--- src/rtl/denormalize.sv ---
// Floating-point operand alignment.
// Takes two (exponent, mantissa) pairs, selects the operand with the larger
// exponent, and right-shifts the other mantissa one bit per cycle until both
// share the larger exponent. Every bit shifted out is OR-ed into sticky.
//
// Handshake: an input pair transfers on a cycle where in_valid && in_ready.
// A result transfers on a cycle where out_valid && out_ready. in_ready is
// high only in IDLE and out_valid only in DONE. The result outputs are held
// stable for as long as out_valid is high.
module denormalize #(
    parameter int SIZE_MANTIS = 26,
    parameter int SIZE_EXP    = 8
) (
    input  logic                   clk,
    input  logic                   rst,
    input  logic                   in_valid,
    output logic                   in_ready,
    input  logic [SIZE_EXP-1:0]    exp_a,
    input  logic [SIZE_MANTIS-1:0] mantis_a,
    input  logic [SIZE_EXP-1:0]    exp_b,
    input  logic [SIZE_MANTIS-1:0] mantis_b,
    output logic                   out_valid,
    input  logic                   out_ready,
    output logic [SIZE_EXP-1:0]    exp_out,
    output logic [SIZE_MANTIS-1:0] mantis_big,
    output logic [SIZE_MANTIS-1:0] mantis_small,
    output logic                   sticky,
    output logic                   swap
);

    // The counter must hold every shift distance from 1 to SIZE_MANTIS.
    localparam int CNT_W = $clog2(SIZE_MANTIS + 1);

    typedef enum logic [1:0] {
        IDLE  = 2'd0,
        SHIFT = 2'd1,
        DONE  = 2'd2
    } state_t;

    state_t                   state;
    logic [CNT_W-1:0]         cnt;

    logic                     a_big;
    logic [SIZE_EXP-1:0]      diff;
    logic [SIZE_MANTIS-1:0]   small_in;
    logic                     too_far;

    // Operand ordering and shift distance from the live inputs, used only on capture.
    always_comb begin
        a_big    = (exp_a >= exp_b);
        diff     = a_big ? (exp_a - exp_b) : (exp_b - exp_a);
        small_in = a_big ? mantis_b : mantis_a;
        // Beyond SIZE_MANTIS every bit falls off, so skip the shifting entirely.
        too_far  = (32'(diff) > 32'(SIZE_MANTIS));
    end

    assign in_ready  = (state == IDLE);
    assign out_valid = (state == DONE);

    // Alignment FSM: capture in IDLE, one-bit shifts in SHIFT, hold in DONE.
    always_ff @(posedge clk or posedge rst) begin
        if (rst) begin
            state        <= IDLE;
            cnt          <= '0;
            exp_out      <= '0;
            mantis_big   <= '0;
            mantis_small <= '0;
            sticky       <= 1'b0;
            swap         <= 1'b0;
        end else begin
            case (state)
                IDLE: begin
                    if (in_valid) begin
                        exp_out    <= a_big ? exp_a : exp_b;
                        mantis_big <= a_big ? mantis_a : mantis_b;
                        swap       <= ~a_big;
                        sticky     <= 1'b0;
                        cnt        <= '0;
                        if (diff == '0) begin
                            mantis_small <= small_in;
                            state        <= DONE;
                        end else if (too_far) begin
                            mantis_small <= '0;
                            sticky       <= |small_in;
                            state        <= DONE;
                        end else begin
                            mantis_small <= small_in;
                            cnt          <= CNT_W'(diff);
                            state        <= SHIFT;
                        end
                    end
                end
                SHIFT: begin
                    mantis_small <= mantis_small >> 1;
                    sticky       <= sticky | mantis_small[0];
                    cnt          <= cnt - CNT_W'(1);
                    // cnt==1 means this is the last shift.
                    if (cnt == CNT_W'(1)) begin
                        state <= DONE;
                    end
                end
                DONE: begin
                    if (out_ready) begin
                        state <= IDLE;
                    end
                end
                default: begin
                    state <= IDLE;
                end
            endcase
        end
    end

endmodule

--- config.mk ---
export PLATFORM = sky130hd
export DESIGN_NAME = denormalize
export DESIGN_NICKNAME = d
export VERILOG_FILES = /design/src/rtl/denormalize.sv
export SDC_FILE = /design/constraint.sdc
export NUM_CORES = 1
export LEC_CHECK = 0
export ABC_AREA = 1
export BUFFER_PORTS_ARGS = -buffer_cell sky130_fd_sc_hd__clkbuf_2
export CAP_MARGIN = 25
export CORE_MARGIN = 2
export CORE_UTILIZATION = 48
export CTS_CLUSTER_DIAMETER = 60
export DETAILED_ROUTE_END_ITERATION = 7
export PLACE_DENSITY_LB_ADDON = 0.05
export SETUP_SLACK_MARGIN = 0.2
export SYNTH_ARGS = -nofsm -noshare
export SYNTH_HDL_FRONTEND = slang
export SYNTH_SLANG_ARGS = --single-unit
--- constraint.sdc ---
create_clock -name clk -period 1.7 [get_ports clk]
set_input_delay 0 -clock clk [delete_from_list [all_inputs] [get_ports clk]]
set_output_delay 0 -clock clk [all_outputs]
set_load 0.02 [all_outputs]
After elaboration in Yosys (flattened, before gate mapping)
Index checks and enable logic that the tools add are counted.

Reductions and logical operators: 7. Magnitude comparators: 2. Bitwise operators: 2. Multiplexer cells: 22. Eq/ne operators: 6. Add/sub/neg operators: 3.

Operators by type and width (number): $mux 26 (5); $pmux 26 s2 (1); $reduce_or 26->1 (1); $mux 8 (2); $sub 8x8->8 (2); $mux 5 (3); $mux 2 (5); $pmux 5 s2 (1); $ge 8x8->1 (1); $gt 8x5->1 const B (1); $logic_not 8->1 (1); $pmux 2 s3 (1); $eq 5x1->1 const B (1); $sub 5x1->5 const B (1); $ne 2x2->1 const B (2); $reduce_and 2->1 (2); $mux 1 (3); $reduce_and 3->1 (1); $eq 2x1->1 const B (1); $eq 2x2->1 const B (1); $logic_not 2->1 (1); $ne 2x1->1 const B (1); $pmux 1 s2 (1); $reduce_bool 2->1 (1); other kinds (2) (2).

Flip-flop bits (word level): 69. Logic and storage cells: 49. Output and inout bits: 64.

Longest topological paths before layout
Gate-level depths: netlist of the first run.

Depth in word-level cells: 7. Depth in mapped cells: 19. Depth with buffers taken out: 18.

Least setup slack after synthesis of the first run
Ideal clock, no wire load.

Kind: input to register. From: input exp_a[0]. To: register sticky. Path slack: -0.176 ns. Stages: 18. Path buffers: 2. Data arrival time: 1.756 ns. Library setup time: 0.119 ns. Data required time: 1.581 ns. Path through: inv_1 -> ha_1 -> inv_1 -> fa_1 -> nand2_1 -> nand2_1 -> nand3_2 -> nand3_4 -> buf_6 -> buf_6 -> nand2_1 -> nand2_1 -> nor2_1 -> nand3_1 -> nor2_1 -> nand2_1 -> nand2_1 -> nand2_1.

Longest elaborated chain between the ends: 7. Elaborated cells between the ends (all ways): 12. Classes of those cells: add/sub (2); order compare (2); mux (6); reduce/logical (2).

RTL lines: from (decl) (RTL line 18) `input logic [SIZE_EXP-1:0] exp_a,`; $sub 8x8->8 or $ge 8x8->1 (tied branches) (RTL line 51, 50); $mux 8 or $mux 26 (tied branches) (RTL line 51, 52); $gt 8x5->1 or $reduce_or 26->1 (tied branches) (RTL line 54, 84); $mux 1 (RTL line 82) `end else if (too_far) begin`; $mux 1 * (RTL line 79) `if (diff == '0) begin`; $mux 1 * (RTL line 73) `if (in_valid) begin`; $pmux 1 s2 * (RTL line 71) `case (state)`; to (signal assigned) (RTL line 84) `sticky <= |small_in;`; to (signal assigned) (RTL line 95) `sticky <= sticky | mantis_small[0];`; to (decl) (RTL line 27) `output logic sticky,`.

Mark *: on every way between the ends. The rest lies on a longest branch, timed or not. The select of a mux whose other input is x is not followed. A chain may end at the register's enable or synchronous reset.

Worst setup path in the final report of the first run
From: input exp_a[0]. To: register mantis_small[5].

Longest elaborated chain between the ends: 7. Elaborated cells between the ends (all ways): 11. Classes of those cells: add/sub (2); order compare (2); mux (6); reduce/logical (1).

RTL lines: $sub 8x8->8 or $ge 8x8->1 (tied branches) (RTL line 51, 50); $mux 8 (RTL line 51) `diff = a_big ? (exp_a - exp_b) : (exp_b - exp_a);`; $gt 8x5->1 (RTL line 54) `too_far = (32'(diff) > 32'(SIZE_MANTIS));`; $mux 26 (RTL line 82); $mux 26 * (RTL line 79); $mux 26 * (RTL line 73); $pmux 26 s2 * (RTL line 71); to (signal assigned) (RTL line 80) `mantis_small <= small_in;`; to (signal assigned) (RTL line 87) `mantis_small <= small_in;`; to (signal assigned) (RTL line 94) `mantis_small <= mantis_small >> 1;`; to (decl) (RTL line 26) `output logic [SIZE_MANTIS-1:0] mantis_small,`.

Marked as above.

==> out/results.txt, run 1 <==
Number of vias per cell after detailed routing - 5.249
Worst R2R Start - state[0]
Status - complete, but fails checks
Number of endpoints with negative hold slack in the final report - 1
Global-route wire length before repair - 27740 um
Total standard cell area after synthesis - 4758 sq um
Hold path startpoint - exp_b[3]
Combinational fraction of design power - 53.6%
Violated checks - hold timing, setup timing
Final setup slack of the worst path - -95.46 ps
Clock period minus final worst setup slack - 1795 ps
Via count of the first global-routing pass - 5908
Max-Slew Margin vs Limit - 74.82%
Transition at the pin with the smallest max-transition slack - 377.7 ps
Antenna fix cells - 0
Maximum fanout encountered on the critical timing path - 9
Power share of the sequential group - 30.3%
Worst setup startpoint - exp_a[0]
Total power divided by cell area - 1200 nW/um^2
Data required time at the worst endpoint - 1960 ps
Wire length per cell - 15.66 um
Die W - 103.6 um
Max frequency - 0.5570 GHz
Clock edge transition at the registers on the reported setup and hold paths - 80 ps
Sequential cell area fraction in the yosys report - 36.29%
First-pass detailed-route iteration total - 5
Antenna violations before repair - 0
Cell chosen for the clock root - sky130_fd_sc_hd__clkbuf_8
Gr usage total - 31.95%
Synthesis Warnings - 0
Layout cells sized above 1 - 33.17%
Detailed Route Iter0 Violations - 410
Number of nets still failing antenna checks after routing - 0
Floorplan die height - 103.6 um
Category of the worst setup path capture point - register
Category of the worst setup path launch point - primary input
Area of the core - 9684 sq um
Sum of overflow across all layers after global routing - 0
Setup_tns - -1211 ps
Worst-skew pair later-pin latency - 370 ps
TritonCTS Sinks - 69
Cells after Synth - 726
Unrepaired setup endpoints after global routing - yes
Worst clock skew - 7.535 ps
Final count of negative-setup-slack endpoints - 22
Die outline area - 10730 sq um
Kind of critical path - primary input to register
Placement row count - 36
Port buffer count - 135
Synth top area cells - sky130_fd_sc_hd__dfrtp_1, sky130_fd_sc_hd__nand2_1, sky130_fd_sc_hd__nand3_1
Power Internal - 4.885 mW
Hold Crit Class - primary input to register
Detailed-route DRC error count - 0
Clock network fraction of total power - 16.1%
Worst ir drop on vdd - 0.0006475 V
# Max-Cap Violations - 0
Routed Wire Length - 17850 um
Tcrit/Tclk final - 105.6%
Area share of the largest cell type after synthesis - 36.29%
Sw Pwr - 4.235 mW
Net count, final - 1093
H-Tree Depth - 3
Initial core utilization - 49.13%
Leakage component of the power - 4.178 nW
Total count of max-transition violations in the final report - 0
Sw Ratio - 46.44%
Clock tree from TritonCTS - built
Number of buffers added by the clock tree synthesis step - 9
Vias - 5984
Number of distinct library cells after synthesis - 30
Dominant cell type by area after synthesis - sky130_fd_sc_hd__dfrtp_1
Largest net degree at the start of global routing - 70
Hpwl dp - 11140 um
Post-synth net total - 817
Worst slack on hold paths - -11.70 ps
Number of storage elements in the synthesis netlist - 69
Mean instance size in the synthesized netlist - 6.554 sq um
Clock Tree Buf Depth - 2
Layout-stage area growth over the synthesis result - 59.66%
CP Data Arrival Time - 2050 ps
I/O pin count - 136
Gp weighted congestion - 0.9613
critical path: stages:
cell and delay [ps]:
sky130_fd_sc_hd__clkbuf_16 140, sky130_fd_sc_hd__inv_12 40, sky130_fd_sc_hd__ha_4 120, sky130_fd_sc_hd__inv_4 30, sky130_fd_sc_hd__fa_2 390, sky130_fd_sc_hd__nand2_2 100, sky130_fd_sc_hd__nand2_4 70, sky130_fd_sc_hd__nand3_2 120
sky130_fd_sc_hd__nand3_2 150, sky130_fd_sc_hd__inv_2 120, sky130_fd_sc_hd__nor2_1 50, sky130_fd_sc_hd__nand3_1 110, sky130_fd_sc_hd__nand2_2 120, sky130_fd_sc_hd__nand2_8 150, sky130_fd_sc_hd__buf_12 120, sky130_fd_sc_hd__clkinv_8 60
sky130_fd_sc_hd__nand3_1 70, sky130_fd_sc_hd__nand3_1 70
through the flow:
stage | instances | setup slack [ps] | util (%) | area, sq um | total power, mW
2_1_floorplan | 726 | -88.16 | - | 4855 | 5.343
3_3_place_gp | 1041 | -425.5 | 63.71 | 6170 | 6.866
3_5_place_dp | 1041 | -480.7 | 63.71 | 6170 | 6.970
4_1_cts | 1129 | 52.04 | 74.53 | 7218 | 8.656
5_1_grt | 1140 | -211.4 | 78.45 | 7597 | 9.663
6_report | 1140 | -95.46 | 78.45 | 7597 | 9.120
repair_timing:
item,CTS,global route
setup endpoints to repair,68,66
cloned,5,3
hold endpoints to repair,100,1
pin swaps,17,35
hold buffers,59,1
gates resized for setup,25,72
setup buffers,8,7
flip-flops by register name, indices dropped and copies added (netlist names):
register      cells
mantis_big       26
swap              1
mantis_small     26
cnt               5
state             2
exp_out           8
sticky            1
placed cells by master, fill, tap and decap left out, types with 8 or more instances in the layout:
| cell type | synthesis | routed |
|---|---|---|
| sky130_fd_sc_hd__nand2_1 | 227 | 208 |
| sky130_fd_sc_hd__o21ai_1 | 16 | 28 |
| sky130_fd_sc_hd__clkbuf_8 | 0 | 10 |
| sky130_fd_sc_hd__nand2_2 | 4 | 18 |
| sky130_fd_sc_hd__dfrtp_1 | 69 | 68 |
| sky130_fd_sc_hd__clkbuf_2 | 0 | 134 |
| sky130_fd_sc_hd__dlygate4sd3_1 | 0 | 60 |
| sky130_fd_sc_hd__inv_1 | 91 | 87 |
| sky130_fd_sc_hd__buf_4 | 0 | 81 |
| sky130_fd_sc_hd__nand3_1 | 75 | 51 |
| sky130_fd_sc_hd__o21ai_2 | 1 | 8 |
| sky130_fd_sc_hd__ha_1 | 17 | 14 |
| sky130_fd_sc_hd__a21oi_1 | 17 | 17 |
| sky130_fd_sc_hd__nor2_1 | 77 | 72 |
| sky130_fd_sc_hd__o21ai_0 | 68 | 49 |
| sky130_fd_sc_hd__nand3_2 | 1 | 23 |
| sky130_fd_sc_hd__a22oi_1 | 8 | 8 |
synth_stat cells (all sizes together):
master  count
nor2       79
fa          2
inv        95
a31oi       1
o21ai      85
a22oi       8
nand4       3
nand3      77
ha         17
or2         2
nor3        3
a21oi      18
buf        11
a21o        1
xor2        2
dfrtp      69
clkbuf     22
nand2     231
layout make-up:
class | count | area [sq um]
Clock buffer | 10 | 137.6
Clock inverter | 6 | 70.07
Fill cell | 695 | 2087
Inverter | 95 | 386.6
Multi-Input combinational cell | 530 | 2833
Sequential cell | 69 | 1728
Tap cell | 133 | 166.4
Timing Repair Buffer | 295 | 2251
Timing Repair inverter | 2 | 25.02
per-layer routing:
metal / vias to the layer above / track usage [%] / wire length [um]
li1: 2855 / - / -
met1: 2768 / 36.62 / 6974
met2: 274 / 57.81 / 8967
met3: 87 / 5.790 / 1070
met4: 0 / 14.58 / 837
met5: - / 0 / 0
kinds of logic (layout without fill, tap and decap cells):
group	Yosys count	in the layout	synth area share (%)
adders and majority gates	19	19	5.312
xor gates and xnor gates	2	2	0.3682
and+or+nand+nor	395	396	34.32
buffers and inverters	128	408	11.02
AOI/OAI and AO/OA	113	113	12.70
DFF	69	69	36.29
power groups by stage:
stage	Sequential [mW]	Clock [mW]	Combinational, mW
final	2.77	1.46	4.89
after global routing	2.83	1.53	5.30
after CTS	2.74	1.46	4.45
after detailed placement	2.77	0	4.20
after global placement	2.74	0	4.13
after floorplan	3.43	0	1.92
worst paths after layout:
kind | end | slack (ps) | cells after the start
max | mantis_small[5] | -100 | 18
min | exp_out[3] | -10 | 3
max reg2reg | mantis_small[1] | 170 | 7
min reg2reg | mantis_big[13] | 490 | 2
max in group asynchronous | state[0] | 1120 | 4
min in group asynchronous | mantis_small[9] | 270 | 4
Power figures use the tool's default switching activity.
==> inputs of run 2 (changes only) <==
--- a/config.mk
+++ b/config.mk
@@ -7,3 +7,2 @@
 export LEC_CHECK = 0
-export ABC_AREA = 1
 export BUFFER_PORTS_ARGS = -buffer_cell sky130_fd_sc_hd__clkbuf_2
@@ -11,3 +10,3 @@
 export CORE_MARGIN = 2
-export CORE_UTILIZATION = 48
+export CORE_UTILIZATION = 40
 export CTS_CLUSTER_DIAMETER = 60
==> constraint.sdc (replaced) <==
create_clock -name clk -period 1.7 [get_ports clk]
set_input_delay 0.17 -clock clk [delete_from_list [all_inputs] [get_ports clk]]
set_output_delay 0.17 -clock clk [all_outputs]
set_load 0.02 [all_outputs]
==> run 2 against run 1 <==
The run ends with setup timing left. Worst hold slack improved by 160 ps. Worst setup slack got worse by 410 ps. Sequential share of layout area increased by 1.4 points. Combinational power increased by 6.7%. Sequential cell count unchanged. Highest routed layer unchanged.
==> out/results.txt, run 2 <==
Hpwl dp - 9910 um
Mean instance size in the synthesized netlist - 9.215 sq um
Worst ir drop on vdd - 0.001065 V
Violated checks - setup timing
Post-layout total power - 10.29 mW
First-pass detailed-route iteration total - 7
Number of enable-type register cells in the synthesized netlist - 0
Cells after Synth - 493
Main combinational cell family by area after synthesis - compound AO/OA/AOI/OAI gates
I/O pin count - 136
Final setup slack of the worst path - -505.2 ps
Antenna fix cells - 0
Wire length per cell - 17.62 um
Die outline area - 12230 sq um
Synthesis Warnings - 0
Kind of critical path - primary input to register
# Max-Cap Violations - 0
Max frequency - 0.4535 GHz
Category of the worst setup path launch point - primary input
Number of nets still failing antenna checks after routing - 0
Cell Count, Final, Fillers Out - 843
Post-synth ARST share - 100.0%
Hold Crit Class - primary input to register
Placement row count - 38
Antenna violations before repair - 0
Most common cell in the netlist - sky130_fd_sc_hd__dfrtp_1
Status - complete, but fails checks
TritonCTS Sinks - 69
Final count of negative-setup-slack endpoints - 65
Commonest non-fill, non-tap cells in the layout - sky130_fd_sc_hd__clkbuf_2, sky130_fd_sc_hd__dfrtp_1, sky130_fd_sc_hd__buf_4
Worst setup startpoint - exp_a[0]
Gr usage total - 24.00%
Area share of the largest cell type after synthesis - 38.01%
Complex-gate fraction of the synthesized area - 23.60%
Detailed-route DRC error count - 0
Detailed Route Iter0 Violations - 324
Xor-xnor portion of the synthesized cell area - 0.5508%
Maximum fanout encountered on the critical timing path - 7
Via count of the first global-routing pass - 4594
Transition at the pin with the smallest max-transition slack - 459.2 ps
Worst-skew pair later-pin latency - 340 ps
Dominant cell type by area after synthesis - sky130_fd_sc_hd__dfrtp_1
Port buffer count - 135
Placed insts - 797
Clock tree from TritonCTS - built
Total standard cell area after synthesis - 4543 sq um
Hold path startpoint - mantis_b[8]
Most common library cell in the layout ignoring fill and taps - sky130_fd_sc_hd__clkbuf_2
Layout cells sized above 1 - 47.80%
Die W - 110.6 um
CP Data Arrival Time - 2420 ps
Data required time at the worst endpoint - 1920 ps
Clock edge transition at the registers on the reported setup and hold paths - 60 ps
Clock Tree Buf Depth - 2
Post-synthesis share of cell area spent on full adders, half adders and majority gates - 5.563%
Total count of max-transition violations in the final report - 0
Routed Wire Length - 14850 um
Sequential cell area fraction in the yosys report - 38.01%
Post-synth net total - 584
H-Tree Depth - 3
Number of distinct library cells after synthesis - 55
Number of endpoints with negative hold slack in the final report - 0
Floorplan die height - 110.6 um
Unrepaired setup endpoints after global routing - yes
Area of the core - 10980 sq um
Worst R2R Start - cnt[1]
Worst clock skew - 9.341 ps
Clock period minus final worst setup slack - 2205 ps
Cell chosen for the clock root - sky130_fd_sc_hd__clkbuf_16
Largest net degree at the start of global routing - 70
Setup_tns - -20060 ps
Number of vias per cell after detailed routing - 5.442
Gp weighted congestion - 0.8576
Mux cell area share after synthesis - 11.93%
Largest registers ranked by flip-flop count - mantis_big: 26 flops, mantis_small: 26 flops, exp_out: 8 flops
Post-Synth Simple-Gate Area - 15.09%
Vias - 4588
Primary FF master, synth - sky130_fd_sc_hd__dfrtp_1
Synth top area cells - sky130_fd_sc_hd__dfrtp_1, sky130_fd_sc_hd__mux2i_1, sky130_fd_sc_hd__o22ai_2
Net count, final - 789
Leakage component of the power - 3.457 nW
Number of storage elements in the synthesis netlist - 69
Initial core utilization - 41.36%
Ranking of synthesized cells by instance count - sky130_fd_sc_hd__dfrtp_1, sky130_fd_sc_hd__mux2i_1, sky130_fd_sc_hd__nor2_1
Sum of overflow across all layers after global routing - 0
Category of the worst setup path capture point - register
Total power divided by cell area - 1442 nW/um^2
Layout-stage area growth over the synthesis result - 57.17%
Number of buffers added by the clock tree synthesis step - 9
Global-route wire length before repair - 23770 um
Max-Slew Margin vs Limit - 69.11%
Tcrit/Tclk final - 129.7%
[run 2: changes by cell type in the layout (fill, tap and decap cells not counted), moves of 13 or more]
| cell | change |
|---|---|
| sky130_fd_sc_hd__nor4_1 | +13 |
| sky130_fd_sc_hd__o22ai_2 | +19 |
| sky130_fd_sc_hd__o21ai_0 | -44 |
| sky130_fd_sc_hd__nand3_1 | -48 |
| sky130_fd_sc_hd__nand3_2 | -23 |
| sky130_fd_sc_hd__buf_4 | -20 |
| sky130_fd_sc_hd__nor2_1 | -32 |
| sky130_fd_sc_hd__mux2i_1 | +49 |
| sky130_fd_sc_hd__nand2_2 | -18 |
| sky130_fd_sc_hd__inv_1 | -72 |
| sky130_fd_sc_hd__a21oi_1 | +19 |
| sky130_fd_sc_hd__dlygate4sd3_1 | -59 |
| sky130_fd_sc_hd__nand2_1 | -162 |
[run 2: cells by family after synthesis]
| logic type | count (synthesis) |
|---|---|
| AO/OA/AOI/OAI | 151 |
| buffers and inverters | 54 |
| adder cells (fa/ha/maj) | 19 |
| flip-flops | 69 |
| XOR/XNOR | 2 |
| AND/OR/NAND/NOR | 144 |
| multiplexers | 54 |
[run 2: final cells by class]
| class | instances | area [sq um] |
|---|---|---|
| Fill cell | 888 | 3842 |
| Multi-Input combinational cell | 370 | 3069 |
| Sequential cell | 69 | 1727 |
| Timing Repair Buffer | 226 | 1725 |
| Clock buffer | 10 | 239.0 |
| Tap cell | 140 | 175.2 |
| Inverter | 22 | 111.4 |
| Clock inverter | 6 | 93.84 |
[run 2: critical path, stage by stage]
cell and delay [ps]:
sky130_fd_sc_hd__clkbuf_16 140, sky130_fd_sc_hd__inv_12 50, sky130_fd_sc_hd__ha_4 120, sky130_fd_sc_hd__inv_2 30, sky130_fd_sc_hd__fa_2 360, sky130_fd_sc_hd__nand3_4 110
sky130_fd_sc_hd__a31oi_1 90, sky130_fd_sc_hd__buf_4 160, sky130_fd_sc_hd__nor2_4 120, sky130_fd_sc_hd__o21ai_2 60, sky130_fd_sc_hd__xor2_1 140, sky130_fd_sc_hd__buf_4 150
sky130_fd_sc_hd__o311ai_4 310, sky130_fd_sc_hd__buf_6 170, sky130_fd_sc_hd__clkbuf_16 160, sky130_fd_sc_hd__o22ai_2 70
[run 2: power by group]
group	leakage [nW]	total [mW]	switching (mW)	internal, mW
clock	0.159	2.12	0.781	1.34
combinational	2.41	5.22	3.03	2.18
sequential	0.884	2.96	0.544	2.42
total	3.46	10.3	4.36	5.94
[run 2: metrics by stage]
stage	hold slack, ps	setup slack (ps)	util, %	cell area, sq um
CTS	131.8	-460.1	62.55	6870
global route	158.9	-583.2	65.01	7141
floorplan	333.1	-583.2	-	4705
detailed placement	296.3	-901.9	53.43	5868
global placement	293.7	-838.1	53.43	5868
finish	146.2	-505.2	65.01	7141
[run 2: final timing paths]
path	end	slack, ps	cells past startpoint
setup reg to reg	state[1]	-20	8
hold / removal	mantis_big[8]	150	3
setup / recovery	mantis_small[4]	-510	16
max in group asynchronous	mantis_big[8]	910	4
min in group asynchronous	mantis_big[14]	460	4
hold reg to reg	mantis_big[21]	480	2
[run 2: timing repair]
action	CTS	global route
endpoints found under the setup margin	69	69
hold buffers	1	0
cloned	6	1
setup buffers	15	7
pin swaps	32	8
endpoints found under the hold margin	69	0
gates resized for setup	88	34
[run 2: per-layer routing]
| metal | routed length [um] | vias up | global-route usage (%) |
|---|---|---|---|
| met4 | 238 | 0 | 7.750 |
| met3 | 855 | 21 | 4.830 |
| li1 | - | 2202 | - |
| met1 | 7287 | 2195 | 35.29 |
| met5 | 0 | - | 0 |
| met2 | 6472 | 170 | 35.34 |
==> inputs of run 3 (changes only) <==
==> constraint.sdc (replaced) <==
create_clock -name clk -period 1.7 [get_ports clk]
set_input_delay 0.255 -clock clk [delete_from_list [all_inputs] [get_ports clk]]
set_output_delay 0.255 -clock clk [all_outputs]
set_load 0.02 [all_outputs]
==> run 3 against run 2 <==
The run still ends with setup timing left. Global-route usage up 0.52 points. Power fell by 0.17%. Sequential cell count unchanged. Maximum frequency fell by 3.0%. Critical path depth is 4 lower. Cell area grew 1.8%. Combinational power is 0.8% lower. Worst hold slack improved by 71 ps. Final cell count grew 1.5%. Register-to-register slack worse by 40 ps. Utilization increased by 1.2 points. Routed wire length is 1.7% higher. Largest power group unchanged.
==> out/results.txt, run 3 (synthesis results as in run 2) <==
Cell Count, Final, Fillers Out - 856
Global-route wire length before repair - 24110 um
Violated checks - setup timing
H-Tree Depth - 3
Max-Slew Margin vs Limit - 61.59%
Area of the multi-input gates - 3079 sq um
Worst ir drop on vdd - 0.0009034 V
Gp weighted congestion - 0.8873
First-pass detailed-route iteration total - 5
Most common library cell in the layout ignoring fill and taps - sky130_fd_sc_hd__clkbuf_2
Detailed Route Iter0 Violations - 335
Port buffer count - 135
Kind of critical path - primary input to register
CP Data Arrival Time - 2560 ps
Worst slack on hold paths - 217.5 ps
Total count of max-transition violations in the final report - 0
Final count of negative-setup-slack endpoints - 68
Clock edge transition at the registers on the reported setup and hold paths - 60 ps
Total power divided by cell area - 1413 nW/um^2
Layout-stage area growth over the synthesis result - 60.04%
Max frequency - 0.4400 GHz
Instance count along the most critical hold path - 3
Cell chosen for the clock root - sky130_fd_sc_hd__clkbuf_16
Hold Crit Class - primary input to register
Leakage component of the power - 3.506 nW
Initial core utilization - 41.36%
Largest net degree at the start of global routing - 52
Capture point of the worst reg-to-reg path - state[1]
Number of buffers added by the clock tree synthesis step - 9
Tcrit/Tclk final - 133.7%
Commonest non-fill, non-tap cells in the layout - sky130_fd_sc_hd__clkbuf_2, sky130_fd_sc_hd__buf_4, sky130_fd_sc_hd__dfrtp_1
Worst hold path endpoint - exp_out[3]
Number of nets still failing antenna checks after routing - 0
Category of the worst setup path capture point - register
# Max-Cap Violations - 0
TritonCTS Sinks - 69
Antenna violations before repair - 0
Floorplan die height - 110.6 um
Die outline area - 12230 sq um
Placement row count - 38
Sum of overflow across all layers after global routing - 0
Net count, final - 802
Clock period minus final worst setup slack - 2273 ps
Fill cell count - 895
Final setup slack of the worst path - -572.9 ps
Number of endpoints with negative hold slack in the final report - 0
Clock Tree Buf Depth - 2
Gr usage total - 24.52%
Maximum fanout encountered on the critical timing path - 6
I/O pin count - 136
Vias - 4574
Die W - 110.6 um
Number of vias per cell after detailed routing - 5.343
Post-layout total power - 10.28 mW
Status - complete, but fails checks
Via count of the first global-routing pass - 4613
Category of the worst setup path launch point - primary input
Largest registers ranked by flip-flop count - mantis_big: 26 flops, mantis_small: 26 flops, exp_out: 8 flops
End-of-flow core utilization - 66.20%
Detailed-route DRC error count - 0
Routed Wire Length - 15100 um
Worst R2R Start - cnt[1]
Transition at the pin with the smallest max-transition slack - 574.9 ps
Placed insts - 802
Antenna fix cells - 0
Total area of sequential cells - 1727 sq um
Data required time at the worst endpoint - 1980 ps
Worst-skew pair later-pin latency - 340 ps
Hold path startpoint - exp_a[3]
Reg2Reg Depth - 7
Unrepaired setup endpoints after global routing - yes
Clock tree from TritonCTS - built
Wire length per cell - 17.64 um
Hpwl dp - 10350 um
Area of the core - 10980 sq um
Worst clock skew - 7.786 ps
Reg2reg setup slack - -60 ps
Setup_tns - -25110 ps
Layout cells sized above 1 - 50.14%
## run 3: changes by cell type in the layout (fill, tap and decap cells not counted), moves of 4 or more
cell / previous run / this run
sky130_fd_sc_hd__buf_4: 61 / 71
sky130_fd_sc_hd__o22ai_4: 8 / 2
sky130_fd_sc_hd__o22ai_2: 19 / 23
sky130_fd_sc_hd__clkbuf_2: 133 / 129
sky130_fd_sc_hd__mux2i_1: 49 / 44
sky130_fd_sc_hd__mux2i_2: 3 / 7
## run 3: per-layer routing
metal	part of all wire (%)	global-route usage, %	routed length, um
met1	48	34.96	7187
met3	4.7	4.007	714
met4	1.5	6.500	228
met5	0	0	0
met2	46	38.73	6970
## run 3: metrics by stage
stage | setup slack, ps | area [sq um]
global route | -630.5 | 7271
finish | -572.9 | 7271
floorplan | -668.2 | 4762
CTS | -512.1 | 6989
detailed placement | -976.3 | 5934
global placement | -896.6 | 5934
## run 3: cell type report
| class | instances | area share (%) |
|---|---|---|
| Sequential cell | 69 | 23.75 |
| Clock inverter | 5 | 1.119 |
| Multi-Input combinational cell | 370 | 42.35 |
| Tap cell | 140 | 2.409 |
| Inverter | 22 | 1.669 |
| Timing Repair Buffer | 239 | 25.23 |
| Clock buffer | 11 | 3.476 |
## run 3: how the worst max path moves through the flow
stage | startpoint | endpoint | depth (start not counted)
floorplan | exp_a[0] | mantis_small[10] | 12
global placement | exp_a[5] | sticky | 11
detailed placement | exp_a[5] | state[1] | 11
CTS | exp_b[0] | mantis_small[1] | 14
global route | exp_a[0] | mantis_small[1] | 16
finish | exp_a[2] | state[1] | 12
## run 3: critical path: stages
cell and delay, ps:
sky130_fd_sc_hd__clkbuf_16 120, sky130_fd_sc_hd__inv_6 30, sky130_fd_sc_hd__ha_4 300, sky130_fd_sc_hd__nand4_1 170
sky130_fd_sc_hd__buf_4 200, sky130_fd_sc_hd__or2_1 220, sky130_fd_sc_hd__a32oi_2 260, sky130_fd_sc_hd__xor2_2 280
sky130_fd_sc_hd__buf_4 190, sky130_fd_sc_hd__nand3_4 80, sky130_fd_sc_hd__nor4bb_1 300, sky130_fd_sc_hd__a211o_1 140
## run 3: where the power goes
| group | switching [mW] | total (mW) | internal [mW] | leakage [nW] |
|---|---|---|---|---|
| logic | 3.01 | 5.18 | 2.17 | 2.46 |
| registers | 0.549 | 2.96 | 2.42 | 0.884 |
| clock network | 0.761 | 2.13 | 1.37 | 0.162 |
## run 3: repair_timing
item,CTS,global route
resized for setup,109,33
hold buffers,1,0
cloned,5,1
hold endpoints to repair,18,0
endpoints found under the setup margin,69,70
pin swaps,47,30
setup buffers,18,13
